File: config.mk
export PLATFORM = sky130hd
export DESIGN_NAME = cond_flag_unit
export DESIGN_NICKNAME = d
export VERILOG_FILES = /design/src/rtl/cond_flag_unit.sv
export SDC_FILE = /design/constraint.sdc
export NUM_CORES = 1
export LEC_CHECK = 0
export ABC_AREA = 1
export BUFFER_PORTS_ARGS = -buffer_cell sky130_fd_sc_hd__buf_2
export CORE_AREA = 4 4 41 43
export CTS_BUF_LIST = sky130_fd_sc_hd__clkbuf_2 sky130_fd_sc_hd__clkbuf_4 sky130_fd_sc_hd__clkbuf_8
export CTS_CLUSTER_SIZE = 25
export DETAILED_ROUTE_END_ITERATION = 12
export DIE_AREA = 0 0 45 47
export GPL_ROUTABILITY_DRIVEN = 0
export GPL_TIMING_DRIVEN = 0
export PLACE_DENSITY = 0.67
export REMOVE_ABC_BUFFERS = 1
export SETUP_SLACK_MARGIN = 0.05
export SYNTH_ARGS = -nofsm -noshare
export SYNTH_HDL_FRONTEND = slang
export SYNTH_SLANG_ARGS = --single-unit
export TNS_END_PERCENT = 5
File: constraint.sdc
create_clock -name CLK -period 1.5 [get_ports CLK]
set_clock_uncertainty 0.2 [all_clocks]
set_input_delay 0.075 -clock CLK [delete_from_list [all_inputs] [get_ports CLK]]
set_output_delay 0.075 -clock CLK [all_outputs]
set_load 0.02 [all_outputs]
File: src/rtl/cond_flag_unit.sv
// Condition evaluation, NZCV flag register and write-strobe gating, with an optional MUL/DIV stall/commit sequencer.
// Optional feature macro: MCYCLE_EN (multicycle FSM, Start/Done handshake, Stall).
module cond_flag_unit (
    input  logic       CLK,
    input  logic       RESETn,
    input  logic [3:0] Cond,
    input  logic [3:0] ALUFlags,
    input  logic [1:0] FlagW,
    input  logic       PCS,
    input  logic       RegW,
    input  logic       MemW,
    input  logic       NoWrite,
    input  logic       Start,
    input  logic       Done,
    output logic       PCSrc,
    output logic       RegWrite,
    output logic       MemWrite,
    output logic       CondEx,
    output logic       C_in,
    output logic [3:0] Flags,
    output logic       Stall
);

    logic [3:0] flags_q;
    logic       cond_pass;
    logic [1:0] flag_we;
    logic       n_f, z_f, c_f, v_f;

    assign {n_f, z_f, c_f, v_f} = flags_q;
    assign Flags = flags_q;
    assign C_in  = flags_q[1];

    always_comb begin
        cond_pass = 1'b0;
        case (Cond)
            4'b0000: cond_pass = z_f;
            4'b0001: cond_pass = !z_f;
            4'b0010: cond_pass = c_f;
            4'b0011: cond_pass = !c_f;
            4'b0100: cond_pass = n_f;
            4'b0101: cond_pass = !n_f;
            4'b0110: cond_pass = v_f;
            4'b0111: cond_pass = !v_f;
            4'b1000: cond_pass = c_f && !z_f;
            4'b1001: cond_pass = !c_f || z_f;
            4'b1010: cond_pass = (n_f == v_f);
            4'b1011: cond_pass = (n_f != v_f);
            4'b1100: cond_pass = !z_f && (n_f == v_f);
            4'b1101: cond_pass = z_f || (n_f != v_f);
            4'b1110: cond_pass = 1'b1;
            default: cond_pass = 1'b0;
        endcase
    end

`ifdef MCYCLE_EN
    typedef enum logic [1:0] {IDLE, EXEC, COMMIT} state_t;

    state_t     state, next_state;
    logic [1:0] flagw_lat;
    logic       regw_lat;
    logic       issue;

    assign issue = (state == IDLE) && Start && cond_pass;

    always_ff @(posedge CLK or negedge RESETn) begin
        if (!RESETn) begin
            state     <= IDLE;
            flagw_lat <= 2'b00;
            regw_lat  <= 1'b0;
        end else begin
            state <= next_state;
            if (issue) begin
                flagw_lat <= FlagW;
                regw_lat  <= RegW && !NoWrite;
            end
        end
    end

    always_comb begin
        next_state = state;
        CondEx     = cond_pass;
        PCSrc      = 1'b0;
        RegWrite   = 1'b0;
        MemWrite   = 1'b0;
        Stall      = 1'b0;
        flag_we    = 2'b00;
        case (state)
            IDLE: begin
                PCSrc    = PCS && cond_pass;
                RegWrite = RegW && cond_pass && !NoWrite;
                MemWrite = MemW && cond_pass && !Start;
                // The multicycle unit owns the flags until its COMMIT cycle.
                if (Start && cond_pass)
                    next_state = EXEC;
                else
                    flag_we = FlagW & {2{cond_pass}};
            end
            EXEC: begin
                CondEx = 1'b1;
                Stall  = 1'b1;
                if (Done)
                    next_state = COMMIT;
            end
            COMMIT: begin
                CondEx     = 1'b1;
                RegWrite   = regw_lat;
                flag_we    = flagw_lat;
                next_state = IDLE;
            end
            default: next_state = IDLE;
        endcase
    end
`else
    logic unused_mcycle;
    assign unused_mcycle = ^{Start, Done};

    assign CondEx   = cond_pass;
    assign PCSrc    = PCS && cond_pass;
    assign RegWrite = RegW && cond_pass && !NoWrite;
    assign MemWrite = MemW && cond_pass;
    assign Stall    = 1'b0;
    assign flag_we  = FlagW & {2{cond_pass}};
`endif

    always_ff @(posedge CLK or negedge RESETn) begin
        if (!RESETn) begin
            flags_q <= 4'b0000;
        end else begin
            if (flag_we[1]) flags_q[3:2] <= ALUFlags[3:2];
            if (flag_we[0]) flags_q[1:0] <= ALUFlags[1:0];
        end
    end

endmodule

==> results.yml <==
outcome:
  status: "finished, violations left"
  failed_checks: "setup timing"
cells_and_area:
  largest_reg_flops: 4
  multi_input_area_um2: 305
  final_layout_size_suffix_gt1_share_pct: 42.0
  synthToLayoutAreaGrowth_pct: 64.4
  num-nets-final: 132
  antennaDiodeCount: 0
  fillers: 138
  regArea_um2: 100
yosys:
  synth_area_um2: 435
  yosysUniqueCellTypes: 17
  synth.avg_cell_area_um2: 5.73
  yosysWarnings: 0
  synth_seq_area_share_pct: 23.0
  synth-seq-cells: 4
  synthCells: 76
power_and_ir_drop:
  peakVddDrop_uv: 723
  power_density_nw_per_um2: 1380
  p_leak_nw: 0.414
  power.total_w: 0.000987
place:
  place_ws_ns: -0.120
  portBuffers: 24
  hpwl_um: 895
route:
  drtIter0Drc: 4
  wl_um: 1290
  num_vias: 584
  vias_per_cell: 4.60
  wire_per_inst_um: 10.2
  drtAntennaViolNets: 0
  drcViolationCount: 0
  drtPass1Iterations: 3
critical_path:
  cp_slowest_cell: "dfrtp_1"
  path_common_cell: "nand2_1"
  path_buf_inv: 2
  crit_type: "flip-flop to output port"
  cp-end-kind: "output port"
  path_cells: "inv_2 -> nand2_2 -> nand2_1 -> nand2_1 -> nand2_1 -> nand2_1 -> nand2_2 -> nor2_4 -> nand2_4 -> nand2_2 -> nor2_2 -> buf_6"
  start_kind: "flip-flop"
  crit_required_ns: 1.22
  cp_top_family: "simple AND/OR/NAND/NOR gates"
  critPathMaxStageDelay_ns: 0.41
  cp_data_arrival_time_ns: 1.49
  cp_max_fo: 4
clocking:
  cts_tree: "yes"
  cts_sinks: 4
  clockRootBuffer: "clkbuf_4"
  clkTransAtPathRegs_ns: 0.04
  htree_levels: 1
  cts_buffer_depth: 2
  cts_buffers: 3
  clk_latency_ns: 0.23
grt:
  grt_util_all_layers_pct: 13.1
  gr-total-overflow: 0
  antenna_found_initial: 0
  grt_max_degree: 7
  grt_pass1_vias: 538
  grt_pass1_wl_um: 2020
sta:
  setup-violations-final: 8
  hold_violations: 0
  fin_crit_sh_pct: 118
  slew_violations: 0
  worst_slack_ns: -0.264
  clock.fmax_mhz: 567
  rsz0062_at_grt: "yes"
  fin_hold_ws_ns: 0.187
  min_period_ns: 1.76
floorplanning:
  ios: 28
  core_um2: 1300
  die_width_um: 45
  rows: 13
  dieArea_um2: 2120
  start_util_pct: 33.5
  die_height_um: 47
min_path:
  hold_path.class: "primary input to output port"
flow_run:
  maxCapViolations: 0
==> power by group <==
group          total (W)  switching [W]  internal [W]
Combinational   0.000631       0.000384      0.000247
Clock           0.000130      0.0000408     0.0000893
Sequential      0.000226      0.0000663      0.000160
==> layout by cell type, fill, tap and decap left out, types with 2 or more instances in the layout <==
master | netlist | final
buf_2 | 0 | 22
buf_4 | 2 | 4
clkbuf_4 | 0 | 3
dfrtp_1 | 4 | 4
dlygate4sd3_1 | 0 | 8
inv_1 | 8 | 7
inv_2 | 2 | 3
nand2_1 | 28 | 24
nand2_2 | 4 | 8
nand3_1 | 11 | 10
nor2_1 | 7 | 6
nor2_4 | 1 | 2
==> per-layer routing <==
| layer | track usage [%] | up-vias | part of all wire [%] |
|---|---|---|---|
| met5 | 0 | - | 0 |
| met4 | 7.02 | 0 | 0.70 |
| met3 | 1.53 | 2 | 6.2 |
| met2 | 23.7 | 23 | 51 |
| met1 | 14.9 | 253 | 42 |
| li1 | - | 306 | - |
==> cell type report <==
class / instances / share of cell area, %
tap: 15 / 2.62
timing repair buffer: 35 / 32.3
multi-input combinational: 60 / 42.7
sequential: 4 / 14.0
inverter: 10 / 5.24
clock buffer: 3 / 3.15
==> cells by family (layout without fill, tap and decap cells) <==
kind of cell           count (synthesis)  in the layout  synth area share (%)
DFF                                    4              4                  23.0
AOI/OAI and AO/OA                      5              5                  7.76
buffers and inverters                 12             48                  12.1
other                                  1              1                 0.861
and+or+nand+nor                       54             54                  56.3
==> through the flow <==
| stage | util, % | cell area, µm² | setup TNS [ns] | cells |
|---|---|---|---|---|
| after floorplan | - | 420 | -1.95 | 74 |
| after global placement | 43.0 | 559 | -0.280 | 113 |
| after detailed placement | 43.0 | 559 | -0.439 | 113 |
| after CTS | 53.6 | 697 | -1.42 | 127 |
| after global routing | 55.0 | 716 | -2.34 | 127 |
| final | 55.0 | 716 | -1.43 | 127 |
==> repair_timing <==
| item | CTS | global route |
|---|---|---|
| hold endpoints to repair | 8 | 0 |
| pin swaps | 3 | 5 |
| hold buffers | 8 | 0 |
| setup buffers | 3 | 0 |
| gates resized for setup | 7 | 5 |
| endpoints found under the setup margin | 8 | 8 |
==> synth_stat cells <==
library cell  count  area (µm²)
a21oi_2           1        8.76
nand2_2           4        25.0
a21oi_1           1        5.00
nand3_1          11        55.1
a21boi_0          2        15.0
buf_4             2        15.0
nor2_4            1        11.3
nand2_1          28         105
inv_1             8        30.0
nor2_2            1        6.26
nor2_1            7        26.3
nor3_1            1        5.00
dfrtp_1           4         100
inv_2             2        7.51
o21ai_0           1        5.00
conb_1            1        3.75
nand2_4           1        11.3
==> worst register-to-register path, cell delays in order, from the launching register on <==
cell     delay, ns
dfrtp_1       0.41
inv_2         0.06
nand2_2       0.09
nand2_1       0.06
nand2_1       0.06
nand2_1       0.05
nand2_1       0.07
nand2_2       0.06
nor2_4        0.12
nand2_4       0.06
buf_4         0.15
nand3_1       0.07
nand2_1       0.05
==> worst paths after layout <==
| kind | from | endpoint | slack, ns | cells past startpoint |
|---|---|---|---|---|
| max | Flags[0] | RegWrite | -0.26 | 12 |
| max in group asynchronous | RESETn | Flags[2] | 0.41 | 3 |
| min in group asynchronous | RESETn | Flags[3] | 0.53 | 3 |
| min reg2reg | Flags[1] | Flags[1] | 0.33 | 2 |
| max reg2reg | Flags[0] | Flags[2] | -0.12 | 12 |
| min | NoWrite | RegWrite | 0.19 | 3 |
Note: power is estimated with default switching activity, not from simulation.
